**src/rtl/qracc_pkg.sv**
```systemverilog
// qracc_pkg: shared SRAM request types, responder states and default array timing.
package qracc_pkg;
  localparam int SRAM_ROWS = 128;
  localparam int SRAM_COLS = 32;
  localparam int PCH_CYCLES = 1;
  localparam int WL_CYCLES = 2;
  localparam int SA_CYCLES = 1;
  typedef enum logic [2:0] {IDLE, PRE, WLA, SENSE, RESP, REC} sram_rq_state_t;
  typedef struct packed {
    logic rq_valid;
    logic rq_wr;
    logic [$clog2(SRAM_ROWS)-1:0] addr;
    logic [SRAM_COLS-1:0] wr_data;
  } to_sram_t;
  typedef struct packed {
    logic rq_ready;
    logic rd_valid;
    logic [SRAM_COLS-1:0] rd_data;
  } from_sram_t;
  function automatic int max3(input int a, input int b, input int c);
    return (a > b) ? ((a > c) ? a : c) : ((b > c) ? b : c);
  endfunction
endpackage

```
**src/rtl/sram_rq_responder_wl_decoder.sv**
```systemverilog
// wl_decoder: row address to one-hot wordline; all zero when disabled or out of range.
module wl_decoder #(
  parameter int numRows = 128,
  parameter int AW = $clog2(numRows)
) (
  input  logic               en,
  input  logic [AW-1:0]      addr,
  output logic [numRows-1:0] wl
);
  always_comb begin
    wl = '0;
    if (en && int'(addr) < numRows) wl[addr] = 1'b1;
  end
endmodule

```
**src/rtl/sram_rq_responder.sv**
```systemverilog
// sram_rq_responder: sequences SRAM array controls for single-word requests.
// Define SRAM_RQ_BUF_EN to add a one-entry pending-request buffer.
module sram_rq_responder
  import qracc_pkg::*;
#(
  parameter int numRows = SRAM_ROWS,
  parameter int numCols = SRAM_COLS,
  parameter int pchCycles = PCH_CYCLES,
  parameter int wlCycles = WL_CYCLES,
  parameter int saCycles = SA_CYCLES
) (
  input  logic                       clk,
  input  logic                       rst,
  input  logic                       mac_en_i,
  input  logic                       rq_valid_i,
  output logic                       rq_ready_o,
  input  logic                       rq_wr_i,
  input  logic [$clog2(numRows)-1:0] addr_i,
  input  logic [numCols-1:0]         wr_data_i,
  output logic                       rd_valid_o,
  output logic [numCols-1:0]         rd_data_o,
  output logic                       busy_o,
  output logic                       PCH,
  output logic [numRows-1:0]         WL,
  output logic                       WRITE,
  output logic [numCols-1:0]         WR_DATA,
  output logic [numCols-1:0]         CSEL,
  output logic                       SAEN,
  input  logic [numCols-1:0]         SA_OUT
);
  localparam int AW = $clog2(numRows);
  localparam int CW = $clog2(max3(pchCycles, wlCycles, saCycles) + 1);
  sram_rq_state_t state, state_n;
  logic [CW-1:0] cnt;
  logic [AW-1:0] cur_addr, nxt_addr;
  logic cur_wr, nxt_wr;
  logic [numCols-1:0] cur_data, nxt_data;
  logic acc, last, load, pend;
  assign acc = rq_valid_i && rq_ready_o;
  assign last = cnt == '0;
`ifdef SRAM_RQ_BUF_EN
  logic buf_v, buf_wr;
  logic [AW-1:0] buf_addr;
  logic [numCols-1:0] buf_data;
  assign rq_ready_o = !mac_en_i && (state == IDLE || !buf_v);
  assign pend = buf_v || acc;
  assign nxt_addr = buf_v ? buf_addr : addr_i;
  assign nxt_wr = buf_v ? buf_wr : rq_wr_i;
  assign nxt_data = buf_v ? buf_data : wr_data_i;
  // A request that cannot start right away waits here until RESP/REC.
  always_ff @(posedge clk) begin
    if (rst) begin
      buf_v <= 1'b0;
      buf_wr <= 1'b0;
      buf_addr <= '0;
      buf_data <= '0;
    end else if (load && buf_v) begin
      buf_v <= 1'b0;
    end else if (acc && !load) begin
      buf_v <= 1'b1;
      buf_wr <= rq_wr_i;
      buf_addr <= addr_i;
      buf_data <= wr_data_i;
    end
  end
`else
  assign rq_ready_o = state == IDLE && !mac_en_i;
  assign pend = 1'b0;
  assign nxt_addr = addr_i;
  assign nxt_wr = rq_wr_i;
  assign nxt_data = wr_data_i;
`endif
  function automatic logic [CW-1:0] dur(input sram_rq_state_t s);
    return s == PRE ? CW'(pchCycles - 1) : s == WLA ? CW'(wlCycles - 1) :
           s == SENSE ? CW'(saCycles - 1) : '0;
  endfunction
  always_comb begin
    state_n = state;
    load = 1'b0;
    case (state)
      IDLE: if (acc) begin
        state_n = PRE;
        load = 1'b1;
      end
      PRE: if (last) state_n = WLA;
      WLA: if (last) state_n = cur_wr ? REC : SENSE;
      SENSE: if (last) state_n = RESP;
      RESP, REC: begin
        state_n = pend ? PRE : IDLE;
        load = pend;
      end
      default: state_n = IDLE;
    endcase
  end
  always_ff @(posedge clk) begin
    if (rst) begin
      state <= IDLE;
      cnt <= '0;
      cur_addr <= '0;
      cur_wr <= 1'b0;
      cur_data <= '0;
      rd_data_o <= '0;
    end else begin
      state <= state_n;
      cnt <= state_n != state ? dur(state_n) : last ? cnt : cnt - 1'b1;
      if (load) begin
        cur_addr <= nxt_addr;
        cur_wr <= nxt_wr;
        cur_data <= nxt_data;
      end
      if (state == SENSE && last) rd_data_o <= SA_OUT;
    end
  end
  wl_decoder #(.numRows(numRows), .AW(AW)) u_wl_decoder (
    .en  (state == WLA || state == SENSE),
    .addr(cur_addr),
    .wl  (WL)
  );
  assign busy_o = state != IDLE;
  assign rd_valid_o = state == RESP;
  assign PCH = state == PRE;
  assign WRITE = state == WLA && cur_wr;
  assign WR_DATA = WRITE ? cur_data : '0;
  assign CSEL = state == WLA ? '1 : '0;
  assign SAEN = state == SENSE;
endmodule

```
**config.mk**
```make
export PLATFORM = sky130hd
export DESIGN_NAME = sram_rq_responder
export DESIGN_NICKNAME = d
export VERILOG_FILES = /design/src/rtl/qracc_pkg.sv /design/src/rtl/sram_rq_responder_wl_decoder.sv /design/src/rtl/sram_rq_responder.sv
export SDC_FILE = /design/constraint.sdc
export NUM_CORES = 1
export LEC_CHECK = 0
export BUFFER_PORTS_ARGS = -buffer_cell sky130_fd_sc_hd__buf_2
export CORE_AREA = 5 5 116 118
export DETAILED_ROUTE_END_ITERATION = 8
export DIE_AREA = 0 0 121 123
export HOLD_SLACK_MARGIN = 0.08
export PLACE_DENSITY = 0.79
export SYNTH_ARGS = -nofsm -noshare
export SYNTH_HDL_FRONTEND = slang
export SYNTH_HIERARCHICAL = 1
export SYNTH_SLANG_ARGS = --single-unit
```
**constraint.sdc**
```tcl
create_clock -name clk -period 2.7 [get_ports clk]
set_input_delay 0.405 -clock clk [delete_from_list [all_inputs] [get_ports clk]]
set_output_delay 0.405 -clock clk [all_outputs]
set_load 0.05 [all_outputs]
```
==> impl_metrics.toml, run 1 <==
[pwr]
cellLeakagePower_nw = 2.96
power-per-cell-area_mw_per_mm2 = 683
irDropWorstVdd_mv = 0.370

[cts]
postCtsResizedCells = 0
cts.sinks = 77
skew_pair_late_insertion_delay_ns = 0.33
cts.repair_timing.setup_buffer_count = 0
cts_htree_levels = 3
max-clock-path-buffers = 2
hold_buffers = 0
tritoncts_clock_tree = "built"
cts.reportedPaths.clkPinSlew_ns = 0.06
cts_buffer_count = 9
root_driver = "sky130_fd_sc_hd__clkbuf_16"

[global_route]
grt_pass1_wl_um = 23000
grt_max_degree = 43
vias_in_the_first_global_route = 4369
overflow = 0
number_of_antenna_violations_at_the_first_check_in_global_routing = 4
total_global_routing_track_utilization = 0.193

[timing]
timing.fmax_mhz = 388
slew_violations = 0
timing_worst_slew_pin_value_ns = 0.629
maxSlewHeadroom = 0.580
setup-violations-final = 0
timing.clock.skew_ns = 0.00442
finalSetupTns_ns = 0
timing.final.crit_period_ns = 2.58
grt_setup_unrepaired = "no"
final.period_utilization = 0.955
hold_violations = 0

[yosys]
yosysMostFrequentCell = "sky130_fd_sc_hd__nor2_1"
synth_top_cell_area_share = 0.347
synth_top_cell_by_area = "sky130_fd_sc_hd__dfxtp_1"
synthesis.nets = 687
synth_area_leaders = "sky130_fd_sc_hd__dfxtp_1 35%, sky130_fd_sc_hd__nor2_1 11%, sky130_fd_sc_hd__nand4b_1 9.5%"
synth-seq-area-share = 0.347
ys.flop_type = "sky130_fd_sc_hd__dfxtp_1"
avg_inst_size_synth_um2 = 7.29
synth_commonest_cells = "131 x sky130_fd_sc_hd__nor2_1, 77 x sky130_fd_sc_hd__dfxtp_1, 65 x sky130_fd_sc_hd__nand2_1"
synth-seq-cells = 77
async_set_or_reset_flop_fraction_in_the_synthesized_netlist = 0
netlist-cell-type-count = 36
syn_area_mm2 = 0.00444
cells_after_synth = 610
synth_enable_flop_cells = 0
synthesis.yosys.warnings = 6

[placement]
dp_hpwl_um = 11800
gp_weighted_congestion = 0.812
postPlaceCellArea_mm2 = 0.00585
total_of_buffers_placed_on_input_and_output_ports = 305

[final_layout]
final_cell_area_mm2 = 0.00621
layout.filler_cells = 1234
areaGrowthSynthToFinish_pct = 39.7
drive_gt1_frac = 0.416
design.final.nets = 923

[critical_path]
critical_path.reg2reg.endpoint = "cur_data[8]$_SDFFE_PP0P_"
worst_setup_path_endpoint = "WL[19]"
rr_worst_depth = 4
critical_path.startpoint = "cur_addr[6]$_SDFFE_PP0P_"
startpoint_type_of_the_worst_setup_path = "flip-flop"
endpoint_kind = "primary output"
data_arrival_time_at_the_worst_slack_endpoint_ns = 2.17
cp_max_fo = 17
crit_type = "flip-flop to primary output"
crit-reg2reg-launch = "state[0]$_SDFF_PP0_"
worst-endpoint-required_ns = 2.30
r2r_setup_slack_ns = 0.96

[route]
routed-via-count = 4936
viasPerCell = 4.81
post_drt_wl_per_cell_um = 15.3
antenna_violating_nets_post_route = 0
drcViolationCount = 0
detail_route.iter0.violations = 331
drt-total-wl_um = 15700
drt_pre_antenna_iters = 5

[floorplanning]
dieWidth_um = 121
num_io_pins = 306
floorplan_die_height_um = 123
core.rowCount = 41
start_util = 0.359
design.core.area_mm2 = 0.0124
die_area_mm2 = 0.0149

[job]
cap_violations = 0

[outcome]
run_status = "finished clean"

[min_path]
holdCritPathClass = "input port to flip-flop"
==> stage by stage <==
stage	util	std cells	setup slack [ns]	hold WS, ns	power [W]
6_report	0.502	1027	0.122	0.314	0.00424
5_1_grt	0.502	1027	0.0312	0.312	0.00443
4_1_cts	0.501	1023	0.0135	0.300	0.00427
3_5_place_dp	0.473	1007	0.373	0.443	0.00290
3_3_place_gp	0.473	1007	0.412	0.438	0.00288
2_1_floorplan	-	610	0.0773	0.438	0.00271
==> sequential cells by signal (all words and copies together) (netlist names) <==
name	count
state	3
cnt	2
cur_addr	7
cur_data	32
cur_wr	1
rd_data_o	32
==> metal layers <==
metal | global-route usage | routed length [µm] | part of all wire | vias to the layer above
met5 | 0 | 0 | 0 | -
met4 | 0.0786 | 419 | 0.027 | 0
met3 | 0.0558 | 1420 | 0.090 | 30
met2 | 0.324 | 7690 | 0.49 | 204
met1 | 0.231 | 6210 | 0.39 | 2256
li1 | - | - | - | 2446
==> area by class of cell <==
type / instances / area [µm²] / share of cell area
clock inverters: 6 / 111 / 0.0179
clock buffers: 10 / 229 / 0.0369
well taps: 172 / 215 / 0.0347
repair buffers: 327 / 1730 / 0.279
inverters: 3 / 11.3 / 0.00181
diodes: 4 / 10.0 / 0.00161
flip-flops and latches: 77 / 1540 / 0.249
multi-input cells: 428 / 2350 / 0.379
==> worst max-delay path, stage by stage, from the launching register on <==
cell and delay (ns):
sky130_fd_sc_hd__dfxtp_1 0.45, sky130_fd_sc_hd__or4b_2 0.85, sky130_fd_sc_hd__nor2_1 0.24, sky130_fd_sc_hd__buf_2 0.31
==> how the worst min path moves through the flow <==
stage	startpoint	endpoint	slack [ns]	depth (start not counted)
finish	SA_OUT[12]	rd_data_o[12]$_SDFFE_PP0P_	0.31	3
global route	SA_OUT[13]	rd_data_o[13]$_SDFFE_PP0P_	0.31	3
CTS	SA_OUT[12]	rd_data_o[12]$_SDFFE_PP0P_	0.30	3
detailed placement	rd_data_o[27]$_SDFFE_PP0P_	rd_data_o[27]$_SDFFE_PP0P_	0.44	2
global placement	rd_data_o[20]$_SDFFE_PP0P_	rd_data_o[20]$_SDFFE_PP0P_	0.44	2
floorplan	cur_data[17]$_SDFFE_PP0P_	cur_data[17]$_SDFFE_PP0P_	0.44	2
==> power by group <==
group          total (W)  switching (W)  internal (W)
combinational    0.00153        0.00115      0.000378
sequential       0.00134      0.0000997       0.00124
clock            0.00137       0.000465      0.000903
==> placed cells by master, fill, tap and decap left out, drive strengths merged <==
master,n
buf,327
nor2,131
dfxtp,77
nand2,65
nand4b,48
nand2b,41
o21ai,41
and2,35
a21oi,33
clkbuf,10
nand4bb,9
or4b,5
diode,4
inv,3
a211oi,3
bufinv,3
nor3b,3
nand4,2
nor4,2
clkinv,2
or3,1
and4b,1
nor3,1
nor4b,1
a31oi,1
nand3b,1
a2111oi,1
o221a,1
ha,1
clkinvlp,1
or4,1
==> logic make-up (layout without fill, tap and decap cells) <==
logic type,Yosys count,in the layout,synth area share
AO/OA/AOI/OAI,80,80,0.0957
adder cells (fa/ha/maj),1,1,0.00281
buffers and inverters,105,346,0.125
flip-flops,77,77,0.347
other,0,4,0
AND/OR/NAND/NOR,347,347,0.430
(Power assumes the default switching activity.)
==> inputs of run 2 (changes only) <==
Settings changed: CELL_PAD_IN_SITES_DETAIL_PLACEMENT set to 0, CELL_PAD_IN_SITES_GLOBAL_PLACEMENT set to 1, CORE_AREA 5 5 116 118 to unset, CORE_MARGIN set to 5, CORE_UTILIZATION set to 28, DIE_AREA 0 0 121 123 to unset, PLACE_DENSITY 0.79 to 0.89.
==> run 2 against run 1 <==
Via count fell by 0.77%. First-iteration DRC count fell by 33%. Clock skew rose by 0.0018 ns. Sequential share of layout area rose by 0.18 points. Global-route usage fell by 4.1 points. Critical path depth did not move. Combinational power barely moved. Critical path type unchanged. Highest routed layer unchanged.
==> impl_metrics.toml, run 2 (synthesis gave the netlist of run 1 again) <==
[placement]
dp_hpwl_um = 11300
total_of_buffers_placed_on_input_and_output_ports = 305
gp_weighted_congestion = 0.748
postPlaceCellArea_mm2 = 0.00586

[route]
drcViolationCount = 0
detail_route.iter0.violations = 221
routed-via-count = 4898
post_drt_wl_per_cell_um = 14.7
drt-total-wl_um = 15700
antenna_violating_nets_post_route = 0
drt_pre_antenna_iters = 4
viasPerCell = 4.60

[global_route]
overflow = 0
grt_max_degree = 42
number_of_antenna_violations_at_the_first_check_in_global_routing = 0
vias_in_the_first_global_route = 4172
total_global_routing_track_utilization = 0.152
grt_pass1_wl_um = 22800

[floorplanning]
dieWidth_um = 136
num_io_pins = 306
die_area_mm2 = 0.0185
start_util = 0.283
core.rowCount = 46
floorplan_die_height_um = 136
design.core.area_mm2 = 0.0157

[critical_path]
r2r_setup_slack_ns = 0.85
crit-reg2reg-launch = "state[0]$_SDFF_PP0_"
worst_setup_path_endpoint = "WL[10]"
crit_type = "flip-flop to primary output"
startpoint_type_of_the_worst_setup_path = "flip-flop"
data_arrival_time_at_the_worst_slack_endpoint_ns = 2.19
critical_path.startpoint = "cur_addr[3]$_SDFFE_PP0P_"
worst-endpoint-required_ns = 2.30
rr_worst_depth = 4
endpoint_kind = "primary output"
critical_path.reg2reg.endpoint = "cur_addr[6]$_SDFFE_PP0P_"
cp_max_fo = 17

[timing]
timing.clock.skew_ns = 0.00625
grt_setup_unrepaired = "no"
final_hold_slack_ns = 0.313
final.period_utilization = 0.962
slew_violations = 0
finalSetupTns_ns = 0
timing_worst_slew_pin_value_ns = 0.679
maxSlewHeadroom = 0.547
hold_violations = 0
timing.final.crit_period_ns = 2.60
timing.fmax_mhz = 385
setup-violations-final = 0

[final_layout]
layout_commonest_cell = "sky130_fd_sc_hd__buf_2"
areaGrowthSynthToFinish_pct = 38.5
biggestRegsByFlops = "cur_data: 32 flops, rd_data_o: 32 flops, cur_addr: 7 flops"
design.final.nets = 921
drive_gt1_frac = 0.410
num_antenna_cells = 0
layout_common_cells = "305 x sky130_fd_sc_hd__buf_2, 130 x sky130_fd_sc_hd__nor2_1, 77 x sky130_fd_sc_hd__dfxtp_1"
final_cell_area_mm2 = 0.00615
layout.core_utilization = 0.392

[min_path]
holdPathStages = 3
holdCritPathClass = "input port to flip-flop"

[job]
cap_violations = 0

[cts]
cts_buffer_count = 9
cts.sinks = 77
postCtsResizedCells = 0
cts_htree_levels = 3
skew_pair_late_insertion_delay_ns = 0.33
cts.reportedPaths.clkPinSlew_ns = 0.06
hold_buffers = 0
max-clock-path-buffers = 2
root_driver = "sky130_fd_sc_hd__clkbuf_16"
tritoncts_clock_tree = "built"
cts.repair_timing.setup_buffer_count = 0

[pwr]
power_w = 0.00407
power-per-cell-area_mw_per_mm2 = 662
cellLeakagePower_nw = 2.92
irDropWorstVdd_mv = 0.433

[outcome]
run_status = "finished clean"
[run 2: per-layer routing]
layer	wire [µm]	GRT usage	vias to the layer above
met2	7480	0.261	200
met5	0	0	-
met1	6430	0.181	2236
met4	342	0.0510	0
met3	1460	0.0448	25
li1	-	-	2437
[run 2: metrics by stage]
| stage | setup WS [ns] | instances |
|---|---|---|
| floorplan | 0.0773 | 610 |
| global placement | 0.525 | 1049 |
| detailed placement | 0.458 | 1049 |
| CTS | 0.0942 | 1065 |
| global route | 0.0206 | 1065 |
| finish | 0.103 | 1065 |
[run 2: cell type report]
type	count	area (µm²)
clock inverters	5	60.1
repair buffers	325	1690
inverters	3	11.3
clock buffers	11	233
well taps	216	270
multi-input cells	428	2350
fillers	1704	9560
flip-flops and latches	77	1540
[run 2: how the worst min path moves through the flow]
stage,slack [ns],start,endpoint
final,0.31,SA_OUT[5],rd_data_o[5]$_SDFFE_PP0P_
after global routing,0.30,SA_OUT[18],rd_data_o[18]$_SDFFE_PP0P_
after CTS,0.30,SA_OUT[4],rd_data_o[4]$_SDFFE_PP0P_
after detailed placement,0.44,rd_data_o[20]$_SDFFE_PP0P_,rd_data_o[20]$_SDFFE_PP0P_
after global placement,0.44,rd_data_o[4]$_SDFFE_PP0P_,rd_data_o[4]$_SDFFE_PP0P_
after floorplan,0.44,cur_data[17]$_SDFFE_PP0P_,cur_data[17]$_SDFFE_PP0P_
[run 2: worst max-delay path, cell delays in order (launching register included)]
cell and delay (ns):
sky130_fd_sc_hd__dfxtp_1 0.61, sky130_fd_sc_hd__or4b_2 0.82, sky130_fd_sc_hd__nor2_1 0.15, sky130_fd_sc_hd__buf_2 0.28
[run 2: power breakdown]
part | switching [W] | internal, W
clock network | 0.000471 | 0.000720
registers | 0.000101 | 0.00124
logic | 0.00117 | 0.000373
==> inputs of run 3 (changes only) <==
Settings changed: REMOVE_ABC_BUFFERS set to 1.
==> run 3 against run 2 <==
Fmax rose by 2.0%. Non-clock buffer count grew 4. Clock power rose by 4%. Register-to-register slack improved by 0.04 ns. Global-route usage grew 0.60 points. Total power is 1.3% higher. Critical endpoint is now WL[9]. Largest cell class unchanged.
==> impl_metrics.toml, run 3 (synthesis gave the netlist of run 1 again) <==
[placement]
postPlaceCellArea_mm2 = 0.00592
dp_hpwl_um = 11800
dp_worst_setup_slack_ns = 0.374
total_of_buffers_placed_on_input_and_output_ports = 305
gp_weighted_congestion = 0.736

[cts]
cts.repair_timing.setup_buffer_count = 0
cts_buffer_count = 9
postCtsResizedCells = 1
hold_buffers = 0
max-clock-path-buffers = 2
tritoncts_clock_tree = "built"
cts.sinks = 77
cts.reportedPaths.clkPinSlew_ns = 0.07
skew_pair_late_insertion_delay_ns = 0.33
cts_htree_levels = 3
root_driver = "sky130_fd_sc_hd__clkbuf_16"

[timing]
timing.fmax_mhz = 393
timing.final.ws_setup_ns = 0.153
hold_violations = 0
timing.clock.skew_ns = 0.00436
final.period_utilization = 0.943
finalSetupTns_ns = 0
slew_violations = 0
maxSlewHeadroom = 0.601
timing_worst_slew_pin_value_ns = 0.597
setup-violations-final = 0
grt_setup_unrepaired = "no"
timing.final.crit_period_ns = 2.55

[pwr]
power_frac_comb = 0.377
irDropWorstVdd_mv = 0.523
power-per-cell-area_mw_per_mm2 = 663
pwr-share-clk = 0.300
p_sw_w = 0.00176
cellLeakagePower_nw = 2.97
power_w = 0.00413
switching_share = 0.427
intPower_w = 0.00236
seq_power_share = 0.323

[critical_path]
timing.critical_path.cells = "or4b_2 -> nor2_1 -> buf_12"
rr_worst_depth = 4
max_stage_delay_ns = 0.78
data_arrival_time_at_the_worst_slack_endpoint_ns = 2.14
endpoint_kind = "primary output"
crit_type = "flip-flop to primary output"
worst_path_max_delay_cell = "sky130_fd_sc_hd__or4b_2"
cp_max_fo = 17
worst-endpoint-required_ns = 2.30
startpoint_type_of_the_worst_setup_path = "flip-flop"

[global_route]
overflow = 0
number_of_antenna_violations_at_the_first_check_in_global_routing = 2
grt_max_degree = 58
vias_in_the_first_global_route = 4276
total_global_routing_track_utilization = 0.158
grt_pass1_wl_um = 23200

[route]
routed-via-count = 4892
post_drt_wl_per_cell_um = 14.8
viasPerCell = 4.58
drt-total-wl_um = 15800
antenna_violating_nets_post_route = 0
drt_pre_antenna_iters = 4
drcViolationCount = 0
detail_route.iter0.violations = 184

[floorplanning]
core.rowCount = 46
design.core.area_mm2 = 0.0157
num_io_pins = 306
dieWidth_um = 136
die_area_mm2 = 0.0185
floorplan_die_height_um = 136
start_util = 0.283

[final_layout]
biggestRegsByFlops = "cur_data: 32 flops, rd_data_o: 32 flops, cur_addr: 7 flops"
layout_commonest_cell = "sky130_fd_sc_hd__buf_2"
areaGrowthSynthToFinish_pct = 40.1
final_cell_area_mm2 = 0.00623
layout_common_cells = "304 x sky130_fd_sc_hd__buf_2, 131 x sky130_fd_sc_hd__nor2_1, 77 x sky130_fd_sc_hd__dfxtp_1"
design.final.nets = 925
drive_gt1_frac = 0.415
num_antenna_cells = 0
layout.core_utilization = 0.396

[min_path]
holdPathStages = 3
holdCritPathClass = "input port to flip-flop"

[outcome]
run_status = "finished clean"

[job]
cap_violations = 0
run 3: cell types whose count changed in the layout (fill, tap and decap cells not counted), sizes merged:
cell,before,now
buf,325,329
clkbuf,11,9
inv,4,6
clkinv,2,3
clkinvlp,1,0
run 3: metal layers:
| layer | track usage | vias to the layer above | wire, µm |
|---|---|---|---|
| li1 | - | 2448 | - |
| met1 | 0.180 | 2224 | 6270 |
| met2 | 0.283 | 198 | 7770 |
| met3 | 0.0511 | 18 | 1560 |
| met4 | 0.0448 | 4 | 170 |
| met5 | 0 | - | 25 |
run 3: area by class of cell:
type | instances | area [µm²]
clock inverters | 7 | 81.3
fillers | 1725 | 9490
flip-flops and latches | 77 | 1540
well taps | 216 | 270
clock buffers | 9 | 225
inverters | 3 | 11.3
repair buffers | 329 | 1750
multi-input cells | 428 | 2350
run 3: worst paths after layout:
kind | startpoint | to | slack [ns]
max reg2reg | state[0]$_SDFF_PP0_ | cur_data[4]$_SDFFE_PP0P_ | 0.89
min reg2reg | rd_data_o[6]$_SDFFE_PP0P_ | rd_data_o[6]$_SDFFE_PP0P_ | 0.45
max | cur_addr[3]$_SDFFE_PP0P_ | WL[9] | 0.15
min | SA_OUT[21] | rd_data_o[21]$_SDFFE_PP0P_ | 0.30
run 3: power by group through the flow:
| stage | registers (W) | logic [W] | clock network (W) |
|---|---|---|---|
| after global routing | 0.00135 | 0.00165 | 0.00133 |
| after detailed placement | 0.00136 | 0.00157 | 0 |
| after CTS | 0.00133 | 0.00157 | 0.00128 |
| after floorplan | 0.00142 | 0.000637 | 0 |
| after global placement | 0.00135 | 0.00156 | 0 |
| final | 0.00133 | 0.00156 | 0.00124 |
run 3: critical path: cells and delay by family (launching register included):
kind,cells,cell delay (ns)
buffers and inverters,1,0.17
flip-flops,1,0.59
AND/OR/NAND/NOR,2,1.04
run 3: through the flow:
stage | hold WS, ns | std cells
detailed placement | 0.444 | 1053
finish | 0.299 | 1069
global placement | 0.440 | 1053
CTS | 0.283 | 1069
global route | 0.288 | 1069
floorplan | 0.437 | 508
